--- src/rtl/systolic_ctrl.sv ---
// Sequencer for one matrix-multiply pass: clear C, load A rows, run the array
// for 3*DIM-2 cycles plus a settle cycle, then unload C rows over valid/ready.
module systolic_ctrl #(
    parameter int DIM     = 8,
    parameter int ROWBITS = $clog2(DIM),
    parameter int CNTBITS = $clog2(3*DIM)
) (
    input  logic               clk,
    input  logic               rst_n,
    input  logic               start,
    input  logic               a_valid,
    output logic               a_ready,
    output logic               a_wr_en,
    output logic [ROWBITS-1:0] a_row,
    output logic               c_clr,
    output logic               mem_en,
    output logic               sa_en,
    output logic [ROWBITS-1:0] c_row,
    output logic               c_valid,
    input  logic               c_ready,
    output logic               busy,
    output logic               done
);

    typedef enum logic [2:0] {IDLE, CLEAR, LOAD, COMPUTE, READ, DONE} state_t;

    localparam logic [ROWBITS-1:0] LAST_ROW = ROWBITS'(DIM-1);
    localparam logic [CNTBITS-1:0] LAST_CYC = CNTBITS'(3*DIM-3);
    localparam logic [CNTBITS-1:0] SETTLE   = CNTBITS'(3*DIM-2);

    state_t             state, nxt;
    logic [ROWBITS-1:0] row_cnt, nxt_row;
    logic [CNTBITS-1:0] cyc_cnt, nxt_cyc;

    assign a_wr_en = a_valid & a_ready;

    always_comb begin
        nxt     = state;
        nxt_row = row_cnt;
        nxt_cyc = cyc_cnt;
        case (state)
            IDLE: if (start) begin
                nxt     = CLEAR;
                nxt_row = '0;
                nxt_cyc = '0;
            end
            CLEAR: begin
                nxt     = LOAD;
                nxt_row = '0;
            end
            LOAD: if (a_valid) begin
                if (row_cnt == LAST_ROW) begin
                    nxt     = COMPUTE;
                    nxt_row = '0;
                    nxt_cyc = '0;
                end else begin
                    nxt_row = row_cnt + ROWBITS'(1);
                end
            end
            // cyc_cnt == SETTLE is the idle settle cycle before unloading
            COMPUTE: if (cyc_cnt == SETTLE) begin
                nxt     = READ;
                nxt_row = '0;
            end else begin
                nxt_cyc = cyc_cnt + CNTBITS'(1);
            end
            READ: if (c_ready) begin
                if (row_cnt == LAST_ROW) nxt = DONE;
                else                     nxt_row = row_cnt + ROWBITS'(1);
            end
            DONE:    nxt = IDLE;
            default: nxt = IDLE;
        endcase
    end

    // Outputs are decoded from the next state so they line up with the state register.
    always_ff @(posedge clk or negedge rst_n) begin
        if (!rst_n) begin
            state   <= IDLE;
            row_cnt <= '0;
            cyc_cnt <= '0;
            a_ready <= 1'b0;
            a_row   <= '0;
            c_clr   <= 1'b0;
            mem_en  <= 1'b0;
            sa_en   <= 1'b0;
            c_row   <= '0;
            c_valid <= 1'b0;
            busy    <= 1'b0;
            done    <= 1'b0;
        end else begin
            state   <= nxt;
            row_cnt <= nxt_row;
            cyc_cnt <= nxt_cyc;
            a_ready <= (nxt == LOAD);
            a_row   <= (nxt == LOAD) ? nxt_row : '0;
            c_clr   <= (nxt == CLEAR);
            mem_en  <= (nxt == COMPUTE) && (nxt_cyc <= LAST_CYC);
            sa_en   <= (nxt == COMPUTE) && (nxt_cyc <= LAST_CYC);
            c_row   <= (nxt == READ) ? nxt_row : '0;
            c_valid <= (nxt == READ);
            busy    <= (nxt != IDLE);
            done    <= (nxt == DONE);
        end
    end

endmodule

--- config.mk ---
export PLATFORM = sky130hd
export DESIGN_NAME = systolic_ctrl
export DESIGN_NICKNAME = d
export VERILOG_FILES = /design/src/rtl/systolic_ctrl.sv
export SDC_FILE = /design/constraint.sdc
export NUM_CORES = 1
export LEC_CHECK = 0
export ABC_AREA = 1
export CAP_MARGIN = 10
export CORE_UTILIZATION = 55
export CTS_CLUSTER_SIZE = 20
export DETAILED_ROUTE_END_ITERATION = 7
export PLACE_DENSITY = 0.89
export SKIP_CTS_REPAIR_TIMING = 1
export SYNTH_ARGS = -nofsm -noshare
export SYNTH_HDL_FRONTEND = slang
export SYNTH_SLANG_ARGS = --single-unit
export TNS_END_PERCENT = 5
--- constraint.sdc ---
create_clock -name clk -period 2.8 [get_ports clk]
set_input_delay 0.42 -clock clk [delete_from_list [all_inputs] [get_ports clk]]
set_output_delay 0.42 -clock clk [all_outputs]
set_load 0.01 [all_outputs]
==> results of run 1 <==
[how the worst max path moves through the flow]
| stage | end | startpoint | cells past startpoint |
|---|---|---|---|
| 3_3_place_gp | a_wr_en | a_valid | 4 |
| 3_5_place_dp | a_wr_en | a_valid | 4 |
| 6_report | a_wr_en | a_valid | 4 |
| 2_1_floorplan | a_row[0] | row_cnt[0] | 9 |
| 5_1_grt | a_wr_en | a_valid | 4 |
| 4_1_cts | a_wr_en | a_valid | 4 |
[cell families after synthesis]
family	after synthesis	share of synthesized area [%]
compound gates	23	10.8
fa+ha+maj	6	6.23
buf+inv	24	7.79
flops	23	47.8
simple gates	72	27.4
[layer usage]
layer,GRT usage [%],vias to the layer above,share of wire [%]
li1,-,526,-
met4,13.2,0,3.5
met1,30.7,501,42
met3,4.05,11,7.2
met2,41.7,55,48
met5,0,-,0
[sequential cells by signal, summed over array words and instances (netlist names)]
signal and count:
c_clr 1, a_row 3, cyc_cnt 5, c_row 3, done 1, c_valid 1, state 3, sa_en 1
a_ready 1, busy 1, row_cnt 3
[final cells by class]
class | instances | area (um^2)
fillers | 169 | 557
inverters | 23 | 86.3
flip-flops and latches | 23 | 576
clock buffers | 4 | 26.3
well taps | 27 | 33.8
multi-input cells | 101 | 536
repair buffers | 19 | 188
[placed cells by master, fill, tap and decap left out]
cell type / instances
nand2_1: 30
dfrtp_1: 23
inv_1: 21
clkdlybuf4s50_1: 18
nor2_1: 16
nand3_1: 13
o21ai_0: 8
a21oi_1: 7
ha_1: 6
nor2_2: 4
nor3_1: 3
clkbuf_4: 3
inv_2: 2
o211ai_1: 2
nand4_1: 2
o21bai_1: 1
nor2_4: 1
a31oi_1: 1
nand4_2: 1
nand2_2: 1
o22ai_1: 1
a22oi_1: 1
a211oi_1: 1
o21ai_1: 1
nor3_2: 1
clkbuf_1: 1
buf_4: 1
[critical path: stages]
cell and delay [ns]:
clkdlybuf4s50_1 0.59, nand2_1 0.08, inv_1 0.06, clkdlybuf4s50_1 0.52
[stage by stage]
stage                     worst slack (ns)  hold slack (ns)  power [mW]  cells  util (%)
after global placement               0.739            0.516        1.24    193      70.9
final                                0.721            0.443        1.43    197      72.2
after floorplan                       1.14            0.124        1.03    148         -
after global routing                 0.666            0.465        1.56    197      72.2
after detailed placement             0.744            0.531        1.28    193      70.9
after CTS                            0.735            0.447        1.43    197      72.2
[power by group through the flow]
stage                     Clock [mW]  Sequential, mW  Combinational, mW
after floorplan                    0           0.556              0.471
after global placement             0           0.543              0.692
after detailed placement           0           0.548              0.728
after CTS                      0.159           0.542              0.734
after global routing           0.168           0.559              0.837
final                          0.152           0.544              0.736
==> run_summary.xml, run 1 <==
<?xml version="1.0" encoding="UTF-8"?>
<metrics>
  <group name="worst_setup_path">
    <metric name="setup.worst_path.start_class" unit="">input port</metric>
    <metric name="critical_path_class" unit="">input port to output pin</metric>
    <metric name="r2r_cells" unit="">9</metric>
    <metric name="cp_max_fo" unit="">5</metric>
    <metric name="r2r_slack" unit="ns">0.82</metric>
    <metric name="worst_r2r_startpoint" unit="">row_cnt[0]</metric>
    <metric name="critPathRequiredTime" unit="ns">2.38</metric>
    <metric name="endpoint_type_of_the_worst_setup_path" unit="">output pin</metric>
    <metric name="crit-reg2reg-capture" unit="">c_row[0]</metric>
    <metric name="timing.critical_path.arrival" unit="ns">1.66</metric>
  </group>
  <group name="power_and_ir_drop">
    <metric name="share_of_total_power_in_sequential_cells" unit="%">38.0</metric>
    <metric name="internal_power" unit="mW">0.802</metric>
    <metric name="clock_power_share" unit="%">10.6</metric>
    <metric name="max-vdd-ir-drop" unit="mV">0.586</metric>
    <metric name="power_per_cell_area" unit="mW/mm^2">991</metric>
    <metric name="power_switching" unit="mW">0.629</metric>
    <metric name="switching_share" unit="%">44.0</metric>
    <metric name="p_leak" unit="nW">0.747</metric>
    <metric name="comb_power_share" unit="%">51.4</metric>
  </group>
  <group name="synth">
    <metric name="synth.ff_latch_count" unit="">23</metric>
    <metric name="seq_area_frac_synth" unit="%">47.8</metric>
    <metric name="synth_edf_count" unit="">0</metric>
    <metric name="synth_ff_type" unit="">dfrtp_1</metric>
    <metric name="synth_top_cell_area_share" unit="%">47.8</metric>
    <metric name="yosys.cell_count.top_type" unit="">nand2_1</metric>
    <metric name="synth.cell_area" unit="mm^2">0.00120</metric>
    <metric name="synth.distinct_cells" unit="">24</metric>
    <metric name="ys_warn_count" unit="">0</metric>
    <metric name="synthesis.nets" unit="">159</metric>
    <metric name="synth_largest_area_cell" unit="">dfrtp_1</metric>
    <metric name="synth_area_leaders" unit="">dfrtp_1 48%, nand2_1 9.3%, inv_1 6.5%, ha_1 6.2%, nand3_1 5.4%</metric>
    <metric name="avgSynthCellArea" unit="um^2">8.14</metric>
    <metric name="synth_top_cells_by_count" unit="">30 x nand2_1, 23 x dfrtp_1, 21 x inv_1</metric>
    <metric name="async_reset_ff_share" unit="%">100</metric>
    <metric name="syn_inst" unit="">148</metric>
  </group>
  <group name="detailed_routing">
    <metric name="routed_wire_length_per_instance" unit="um">13.0</metric>
    <metric name="final_antenna_net_count" unit="">0</metric>
    <metric name="drtPass1Iterations" unit="">4</metric>
    <metric name="via_count" unit="">1093</metric>
    <metric name="drt_wl_total" unit="mm">2.55</metric>
    <metric name="initialDrtViolationCount" unit="">61</metric>
    <metric name="vias_per_cell" unit="">5.55</metric>
    <metric name="remaining_drc_errors" unit="">0</metric>
  </group>
  <group name="floorplan">
    <metric name="number_of_top_level_pins" unit="">19</metric>
    <metric name="floorplan.initialDensity" unit="%">60.2</metric>
    <metric name="placeableCoreArea" unit="mm^2">0.00200</metric>
    <metric name="dieArea" unit="mm^2">0.00238</metric>
    <metric name="chipHeight" unit="um">48.8</metric>
    <metric name="die_width" unit="um">48.8</metric>
    <metric name="placementRows" unit="">16</metric>
  </group>
  <group name="run">
    <metric name="drv.max_cap_violation_count" unit="">0</metric>
  </group>
  <group name="clocking">
    <metric name="tritoncts.num_buffers" unit="">3</metric>
    <metric name="cts_max_path_buffers" unit="">2</metric>
    <metric name="cts.root.buffer_cell" unit="">clkbuf_4</metric>
    <metric name="clk_pin_slew_worst_paths" unit="ns">0.12</metric>
    <metric name="insertion_delay_of_the_later_clocked_pin_in_the_worst_skew_pair" unit="ns">0.32</metric>
    <metric name="h-tree-depth" unit="">1</metric>
    <metric name="cts_tree" unit="">built</metric>
    <metric name="clock_sink_count" unit="">23</metric>
  </group>
  <group name="outcome">
    <metric name="run_status" unit="">completed</metric>
  </group>
  <group name="global_routing">
    <metric name="overflow_left_after_global_routing" unit="">0</metric>
    <metric name="groute.usage.overall" unit="%">24.8</metric>
    <metric name="grt_pass1_vias" unit="">1057</metric>
    <metric name="grt_first_pass_wirelength" unit="mm">4.48</metric>
    <metric name="grt_start_max_net_pins" unit="">24</metric>
    <metric name="number_of_antenna_violations_at_the_first_check_in_global_routing" unit="">0</metric>
  </group>
  <group name="sta">
    <metric name="drv_slew" unit="">0</metric>
    <metric name="post-route-min-period" unit="ns">2.08</metric>
    <metric name="grt_setup_unrepaired" unit="">false</metric>
    <metric name="final_cycle_utilization_of_the_critical_path" unit="%">74.3</metric>
    <metric name="slew_headroom" unit="%">76.9</metric>
    <metric name="finalHoldViolCount" unit="">0</metric>
    <metric name="worst_clock_skew" unit="ns">0.00480</metric>
    <metric name="timing.final.setup_violations" unit="">0</metric>
    <metric name="maxClockFrequency" unit="GHz">0.481</metric>
    <metric name="finalSetupTns" unit="ns">0</metric>
    <metric name="max_slew.worst_pin.slew" unit="ns">0.344</metric>
  </group>
  <group name="placement">
    <metric name="placed_area" unit="mm^2">0.00142</metric>
    <metric name="place.gp.congestion" unit="">0.825</metric>
    <metric name="post-dp-hpwl" unit="mm">1.91</metric>
    <metric name="portBuffers" unit="">18</metric>
  </group>
  <group name="layout">
    <metric name="insertedDiodeCount" unit="">0</metric>
    <metric name="final_nets" unit="">182</metric>
    <metric name="area_growth" unit="%">19.9</metric>
    <metric name="drive_gt1_share" unit="%">8.24</metric>
    <metric name="fin_area" unit="mm^2">0.00145</metric>
  </group>
  <group name="min_path">
    <metric name="worstHoldPathType" unit="">input port to asynchronous set/reset pin</metric>
  </group>
</metrics>
(Power assumes the default switching activity.)
==> run 2: changes to the inputs <==
--- a/config.mk
+++ b/config.mk
@@ -7,10 +7,10 @@
 export LEC_CHECK = 0
 export ABC_AREA = 1
 export CAP_MARGIN = 10
-export CORE_UTILIZATION = 55
+export CORE_UTILIZATION = 47
 export CTS_CLUSTER_SIZE = 20
 export DETAILED_ROUTE_END_ITERATION = 7
-export PLACE_DENSITY = 0.89
+export PLACE_DENSITY = 0.82
 export SKIP_CTS_REPAIR_TIMING = 1
 export SYNTH_ARGS = -nofsm -noshare
 export SYNTH_HDL_FRONTEND = slang
==> constraint.sdc (replaced) <==
create_clock -name clk -period 1.66 [get_ports clk]
set_input_delay 0.249 -clock clk [delete_from_list [all_inputs] [get_ports clk]]
set_output_delay 0.249 -clock clk [all_outputs]
set_load 0.01 [all_outputs]
==> run_summary.xml, run 2 (same netlist as run 1, synthesis figures left out) <==
<?xml version="1.0" encoding="UTF-8"?>
<metrics>
  <group name="outcome">
    <metric name="run_status" unit="">completed</metric>
  </group>
  <group name="worst_setup_path">
    <metric name="cp_max_fo" unit="">3</metric>
    <metric name="setup.worst_path.start_class" unit="">flip-flop</metric>
    <metric name="critPathRequiredTime" unit="ns">1.87</metric>
    <metric name="critical_path_class" unit="">flip-flop to flip-flop</metric>
    <metric name="endpoint_type_of_the_worst_setup_path" unit="">flip-flop</metric>
    <metric name="timing.critical_path.arrival" unit="ns">1.85</metric>
  </group>
  <group name="layout">
    <metric name="most-common-layout-cells" unit="">29 x nand2_1, 23 x dfrtp_1, 20 x inv_1</metric>
    <metric name="layout_commonest_cell" unit="">nand2_1</metric>
    <metric name="regMostFlops" unit="">cyc_cnt</metric>
    <metric name="insertedDiodeCount" unit="">0</metric>
    <metric name="largest_register_ff_count" unit="">5</metric>
    <metric name="postLayoutCoreUtil" unit="%">69.5</metric>
    <metric name="final_nets" unit="">193</metric>
    <metric name="area_growth" unit="%">33.6</metric>
    <metric name="drive_gt1_share" unit="%">19.9</metric>
    <metric name="finish.cell_count_without_fillers" unit="">209</metric>
  </group>
  <group name="sta">
    <metric name="max_slew.worst_pin.slew" unit="ns">0.468</metric>
    <metric name="drv_slew" unit="">0</metric>
    <metric name="grt_setup_unrepaired" unit="">true</metric>
    <metric name="timing.final.setup_violations" unit="">0</metric>
    <metric name="finalHoldViolCount" unit="">0</metric>
    <metric name="worst_clock_skew" unit="ns">0.0173</metric>
    <metric name="final_cycle_utilization_of_the_critical_path" unit="%">98.9</metric>
    <metric name="post-route-min-period" unit="ns">1.64</metric>
    <metric name="slew_headroom" unit="%">68.5</metric>
    <metric name="maxClockFrequency" unit="GHz">0.609</metric>
    <metric name="hold_ws" unit="ns">0.236</metric>
  </group>
  <group name="detailed_routing">
    <metric name="remaining_drc_errors" unit="">0</metric>
    <metric name="drtPass1Iterations" unit="">4</metric>
    <metric name="via_count" unit="">1150</metric>
    <metric name="drt_wl_total" unit="mm">2.91</metric>
    <metric name="routed_wire_length_per_instance" unit="um">13.9</metric>
    <metric name="final_antenna_net_count" unit="">0</metric>
    <metric name="vias_per_cell" unit="">5.50</metric>
    <metric name="initialDrtViolationCount" unit="">40</metric>
  </group>
  <group name="clocking">
    <metric name="cts_max_path_buffers" unit="">2</metric>
    <metric name="tritoncts.num_buffers" unit="">3</metric>
    <metric name="insertion_delay_of_the_later_clocked_pin_in_the_worst_skew_pair" unit="ns">0.34</metric>
    <metric name="h-tree-depth" unit="">1</metric>
    <metric name="clock_sink_count" unit="">23</metric>
    <metric name="cts.root.buffer_cell" unit="">clkbuf_4</metric>
    <metric name="cts_tree" unit="">built</metric>
    <metric name="clk_pin_slew_worst_paths" unit="ns">0.14</metric>
  </group>
  <group name="global_routing">
    <metric name="overflow_left_after_global_routing" unit="">0</metric>
    <metric name="number_of_antenna_violations_at_the_first_check_in_global_routing" unit="">0</metric>
    <metric name="grt_start_max_net_pins" unit="">24</metric>
    <metric name="grt_pass1_vias" unit="">1091</metric>
    <metric name="grt_first_pass_wirelength" unit="mm">4.71</metric>
    <metric name="groute.usage.overall" unit="%">24.3</metric>
  </group>
  <group name="run">
    <metric name="drv.max_cap_violation_count" unit="">0</metric>
  </group>
  <group name="power_and_ir_drop">
    <metric name="p_leak" unit="nW">0.818</metric>
    <metric name="power.total" unit="mW">2.71</metric>
    <metric name="power_per_cell_area" unit="mW/mm^2">1680</metric>
    <metric name="max-vdd-ir-drop" unit="mV">1.19</metric>
  </group>
  <group name="floorplan">
    <metric name="placementRows" unit="">17</metric>
    <metric name="dieArea" unit="mm^2">0.00277</metric>
    <metric name="chipHeight" unit="um">52.6</metric>
    <metric name="placeableCoreArea" unit="mm^2">0.00232</metric>
    <metric name="die_width" unit="um">52.6</metric>
    <metric name="floorplan.initialDensity" unit="%">52.0</metric>
    <metric name="number_of_top_level_pins" unit="">19</metric>
  </group>
  <group name="placement">
    <metric name="place.gp.congestion" unit="">0.997</metric>
    <metric name="dp.cells" unit="">205</metric>
    <metric name="portBuffers" unit="">18</metric>
    <metric name="post-dp-hpwl" unit="mm">2.12</metric>
  </group>
  <group name="min_path">
    <metric name="worstHoldPathType" unit="">input port to asynchronous set/reset pin</metric>
  </group>
</metrics>
## run 2: changes by cell type in the layout (fill, tap and decap cells not counted), moves of 2 or more
cell,change
nor2_4,+2
ha_1,-3
ha_4,+2
buf_4,+11
a21oi_2,+2
o21ai_1,+3
o21ai_0,-3
nor2_2,-2
a21oi_1,-2
## run 2: through the flow
stage                     setup slack, ns  instance area, um^2  TNS, ns
after floorplan                  0.000829                 1200        0
after global placement            -0.0294                 1500  -0.0294
after detailed placement          -0.0569                 1500   -0.167
after CTS                         -0.0973                 1530   -0.328
after global routing              -0.0754                 1610   -0.480
final                              0.0186                 1610        0
## run 2: worst max-delay path: stages (launching register included)
cell	delay, ns
dfrtp_1	0.41
inv_1	0.08
ha_2	0.19
nand4_2	0.14
buf_4	0.17
nand3_1	0.06
o21ai_0	0.10
nor3_2	0.27
a21oi_1	0.11
## run 2: power by group
group / total [mW] / internal [mW] / switching, mW
Combinational: 1.51 / 0.660 / 0.851
Sequential: 0.927 / 0.754 / 0.173
Clock: 0.274 / 0.0907 / 0.183
## run 2: worst paths after layout
kind                            start         end  slack, ns  cells past startpoint
max                        cyc_cnt[0]    a_row[2]       0.02                      8
min                             rst_n  cyc_cnt[2]       0.24                      2
max reg2reg                cyc_cnt[0]    a_row[2]       0.02                      8
min reg2reg                cyc_cnt[3]  cyc_cnt[3]       0.57                      2
max in group asynchronous       rst_n    state[0]       1.17                      2
min in group clk           cyc_cnt[3]  cyc_cnt[3]       0.57                      2
## run 2: routing by layer
| layer | vias to the layer above | share of wire, % | GRT usage (%) |
|---|---|---|---|
| met1 | 549 | 43 | 29.3 |
| met2 | 41 | 49 | 40.9 |
| li1 | 553 | - | - |
| met4 | 0 | 2.3 | 12.7 |
| met5 | - | 0 | 0 |
| met3 | 7 | 5.8 | 4.06 |
## run 2: area by class of cell
type | count | area [um^2]
Timing Repair Buffer | 30 | 273
Clock buffer | 3 | 22.5
Clock inverter | 1 | 5.00
Tap cell | 28 | 35.0
Fill cell | 175 | 708
Sequential cell | 23 | 576
Inverter | 23 | 86.3
Multi-Input combinational cell | 101 | 613
==> run 3: changes to the inputs <==
--- a/config.mk
+++ b/config.mk
@@ -7,11 +7,13 @@
 export LEC_CHECK = 0
 export ABC_AREA = 1
 export CAP_MARGIN = 10
-export CORE_UTILIZATION = 47
+export CORE_UTILIZATION = 55
 export CTS_CLUSTER_SIZE = 20
 export DETAILED_ROUTE_END_ITERATION = 7
-export PLACE_DENSITY = 0.82
+export DONT_BUFFER_PORTS = 1
+export PLACE_DENSITY = 0.81
 export SKIP_CTS_REPAIR_TIMING = 1
+export SLEW_MARGIN = 0
 export SYNTH_ARGS = -nofsm -noshare
 export SYNTH_HDL_FRONTEND = slang
 export SYNTH_SLANG_ARGS = --single-unit
==> run_summary.xml, run 3 (same netlist as run 1, synthesis figures left out) <==
<?xml version="1.0" encoding="UTF-8"?>
<metrics>
  <group name="outcome">
    <metric name="run_status" unit="">finished with violations</metric>
    <metric name="violations" unit="">setup timing</metric>
  </group>
  <group name="worst_setup_path">
    <metric name="critical-path-max-stage-delay" unit="ns">0.51</metric>
    <metric name="crit_family" unit="">simple AND/OR/NAND/NOR gates</metric>
    <metric name="crit_path_cells" unit="">nor2_4 &gt; nand2_1 &gt; nor2_1 &gt; nand2_2 &gt; nand2_2 &gt; nand2_1 &gt; a21oi_1</metric>
    <metric name="r2r_slack" unit="ns">-0.02</metric>
    <metric name="critical_path.startpoint" unit="">state[0]</metric>
    <metric name="endpoint_type_of_the_worst_setup_path" unit="">flip-flop</metric>
    <metric name="cp_slowest_cell" unit="">dfrtp_1</metric>
    <metric name="r2r_cells" unit="">7</metric>
    <metric name="timing.critical_path.arrival" unit="ns">1.93</metric>
    <metric name="setup.worst_path.start_class" unit="">flip-flop</metric>
    <metric name="path_buf_inv" unit="">0</metric>
    <metric name="critical_path_class" unit="">flip-flop to flip-flop</metric>
    <metric name="critical_path_depth" unit="">7</metric>
    <metric name="worst_r2r_startpoint" unit="">state[0]</metric>
    <metric name="critPathRequiredTime" unit="ns">1.90</metric>
    <metric name="critPathCapture" unit="">sa_en</metric>
    <metric name="crit-reg2reg-capture" unit="">sa_en</metric>
    <metric name="cp_max_fo" unit="">6</metric>
  </group>
  <group name="clocking">
    <metric name="h-tree-depth" unit="">1</metric>
    <metric name="insertion_delay_of_the_later_clocked_pin_in_the_worst_skew_pair" unit="ns">0.31</metric>
    <metric name="tritoncts.num_buffers" unit="">3</metric>
    <metric name="cts.root.buffer_cell" unit="">clkbuf_4</metric>
    <metric name="cts_tree" unit="">built</metric>
    <metric name="clock_sink_count" unit="">23</metric>
    <metric name="clk_pin_slew_worst_paths" unit="ns">0.12</metric>
    <metric name="cts_max_path_buffers" unit="">2</metric>
  </group>
  <group name="layout">
    <metric name="area_growth" unit="%">23.9</metric>
    <metric name="regMostFlops" unit="">cyc_cnt</metric>
    <metric name="final_nets" unit="">175</metric>
    <metric name="layout_commonest_cell" unit="">nand2_1</metric>
    <metric name="insertedDiodeCount" unit="">0</metric>
    <metric name="drive_gt1_share" unit="%">28.8</metric>
    <metric name="largest_register_ff_count" unit="">5</metric>
    <metric name="most-common-layout-cells" unit="">26 x nand2_1, 22 x dfrtp_1, 19 x inv_1</metric>
    <metric name="finish.cell_count_without_fillers" unit="">190</metric>
    <metric name="postLayoutCoreUtil" unit="%">74.6</metric>
  </group>
  <group name="sta">
    <metric name="fin_ws" unit="ns">-0.0216</metric>
    <metric name="slew_headroom" unit="%">70.9</metric>
    <metric name="grt_setup_unrepaired" unit="">true</metric>
    <metric name="final_cycle_utilization_of_the_critical_path" unit="%">101</metric>
    <metric name="worst_clock_skew" unit="ns">0.00335</metric>
    <metric name="max_slew.worst_pin.slew" unit="ns">0.433</metric>
    <metric name="timing.final.setup_violations" unit="">1</metric>
    <metric name="post-route-min-period" unit="ns">1.68</metric>
    <metric name="finalHoldViolCount" unit="">0</metric>
    <metric name="drv_slew" unit="">0</metric>
    <metric name="maxClockFrequency" unit="GHz">0.595</metric>
  </group>
  <group name="power_and_ir_drop">
    <metric name="power_per_cell_area" unit="mW/mm^2">1770</metric>
    <metric name="max-vdd-ir-drop" unit="mV">1.16</metric>
    <metric name="p_leak" unit="nW">0.736</metric>
  </group>
  <group name="global_routing">
    <metric name="grt_start_max_net_pins" unit="">24</metric>
    <metric name="groute.usage.overall" unit="%">23.7</metric>
    <metric name="grt_first_pass_wirelength" unit="mm">4.29</metric>
    <metric name="number_of_antenna_violations_at_the_first_check_in_global_routing" unit="">0</metric>
    <metric name="grt_pass1_vias" unit="">1027</metric>
    <metric name="overflow_left_after_global_routing" unit="">0</metric>
  </group>
  <group name="floorplan">
    <metric name="dieArea" unit="mm^2">0.00238</metric>
    <metric name="placementRows" unit="">16</metric>
    <metric name="placeableCoreArea" unit="mm^2">0.00200</metric>
    <metric name="floorplan.initialDensity" unit="%">60.2</metric>
    <metric name="die_width" unit="um">48.8</metric>
    <metric name="number_of_top_level_pins" unit="">19</metric>
    <metric name="chipHeight" unit="um">48.8</metric>
  </group>
  <group name="run">
    <metric name="drv.max_cap_violation_count" unit="">0</metric>
  </group>
  <group name="placement">
    <metric name="portBuffers" unit="">0</metric>
    <metric name="place.gp.congestion" unit="">0.889</metric>
    <metric name="post-dp-hpwl" unit="mm">1.98</metric>
    <metric name="dp.cells" unit="">182</metric>
  </group>
  <group name="detailed_routing">
    <metric name="met3WireLength" unit="um">148</metric>
    <metric name="drtPass1Iterations" unit="">4</metric>
    <metric name="final_antenna_net_count" unit="">0</metric>
    <metric name="routed_wire_length_per_instance" unit="um">14.6</metric>
    <metric name="via_count" unit="">1098</metric>
    <metric name="drt_wl_total" unit="mm">2.78</metric>
    <metric name="remaining_drc_errors" unit="">0</metric>
    <metric name="initialDrtViolationCount" unit="">46</metric>
    <metric name="met1_length" unit="mm">1.12</metric>
    <metric name="vias_per_cell" unit="">5.78</metric>
    <metric name="dr.max_layer_used" unit="">met4</metric>
    <metric name="wl_met2" unit="mm">1.45</metric>
  </group>
  <group name="min_path">
    <metric name="worstHoldPathType" unit="">input port to flip-flop</metric>
  </group>
</metrics>
-- run 3: how the worst min path moves through the flow --
stage	from	endpoint	slack, ns	cells past startpoint
after floorplan	rst_n	a_ready	-0.05	0
after detailed placement	rst_n	c_row[0]	-0.05	0
after global routing	start	c_clr	0.15	2
after global placement	rst_n	a_ready	-0.05	0
after CTS	rst_n	c_row[0]	-0.40	0
final	start	c_clr	0.15	2
-- run 3: through the flow --
step	power (mW)	TNS, ns	hold WS, ns	area, um^2	worst slack (ns)
floorplan	1.73	0	-0.0466	1200	0.000829
global placement	2.01	0	-0.0462	1290	0.0374
detailed placement	2.07	-0.158	-0.0463	1290	-0.0793
CTS	2.33	-0.293	-0.397	1320	-0.112
global route	2.84	-0.253	0.146	1490	-0.0882
finish	2.64	-0.0216	0.145	1490	-0.0216
-- run 3: report_power, final --
| part | total, mW | internal [mW] | switching (mW) | leakage (nW) |
|---|---|---|---|---|
| Combinational | 1.39 | 0.568 | 0.824 | 0.429 |
| Sequential | 0.991 | 0.757 | 0.234 | 0.289 |
| Clock | 0.256 | 0.0902 | 0.165 | 0.0177 |
| Total | 2.64 | 1.42 | 1.22 | 0.736 |
-- run 3: layout make-up --
type / count / area [um^2]
Clock buffer: 3 / 22.5
Clock inverter: 1 / 5.00
Fill cell: 137 / 509
Inverter: 23 / 88.8
Multi-Input combinational cell: 101 / 661
Sequential cell: 23 / 577
Tap cell: 27 / 33.8
Timing Repair Buffer: 12 / 105
-- run 3: per-layer routing --
metal | up-vias | track usage (%)
met2 | 50 | 40.5
met1 | 519 | 29.1
met4 | 0 | 11.3
met3 | 9 | 4.05
met5 | - | 0
li1 | 520 | -
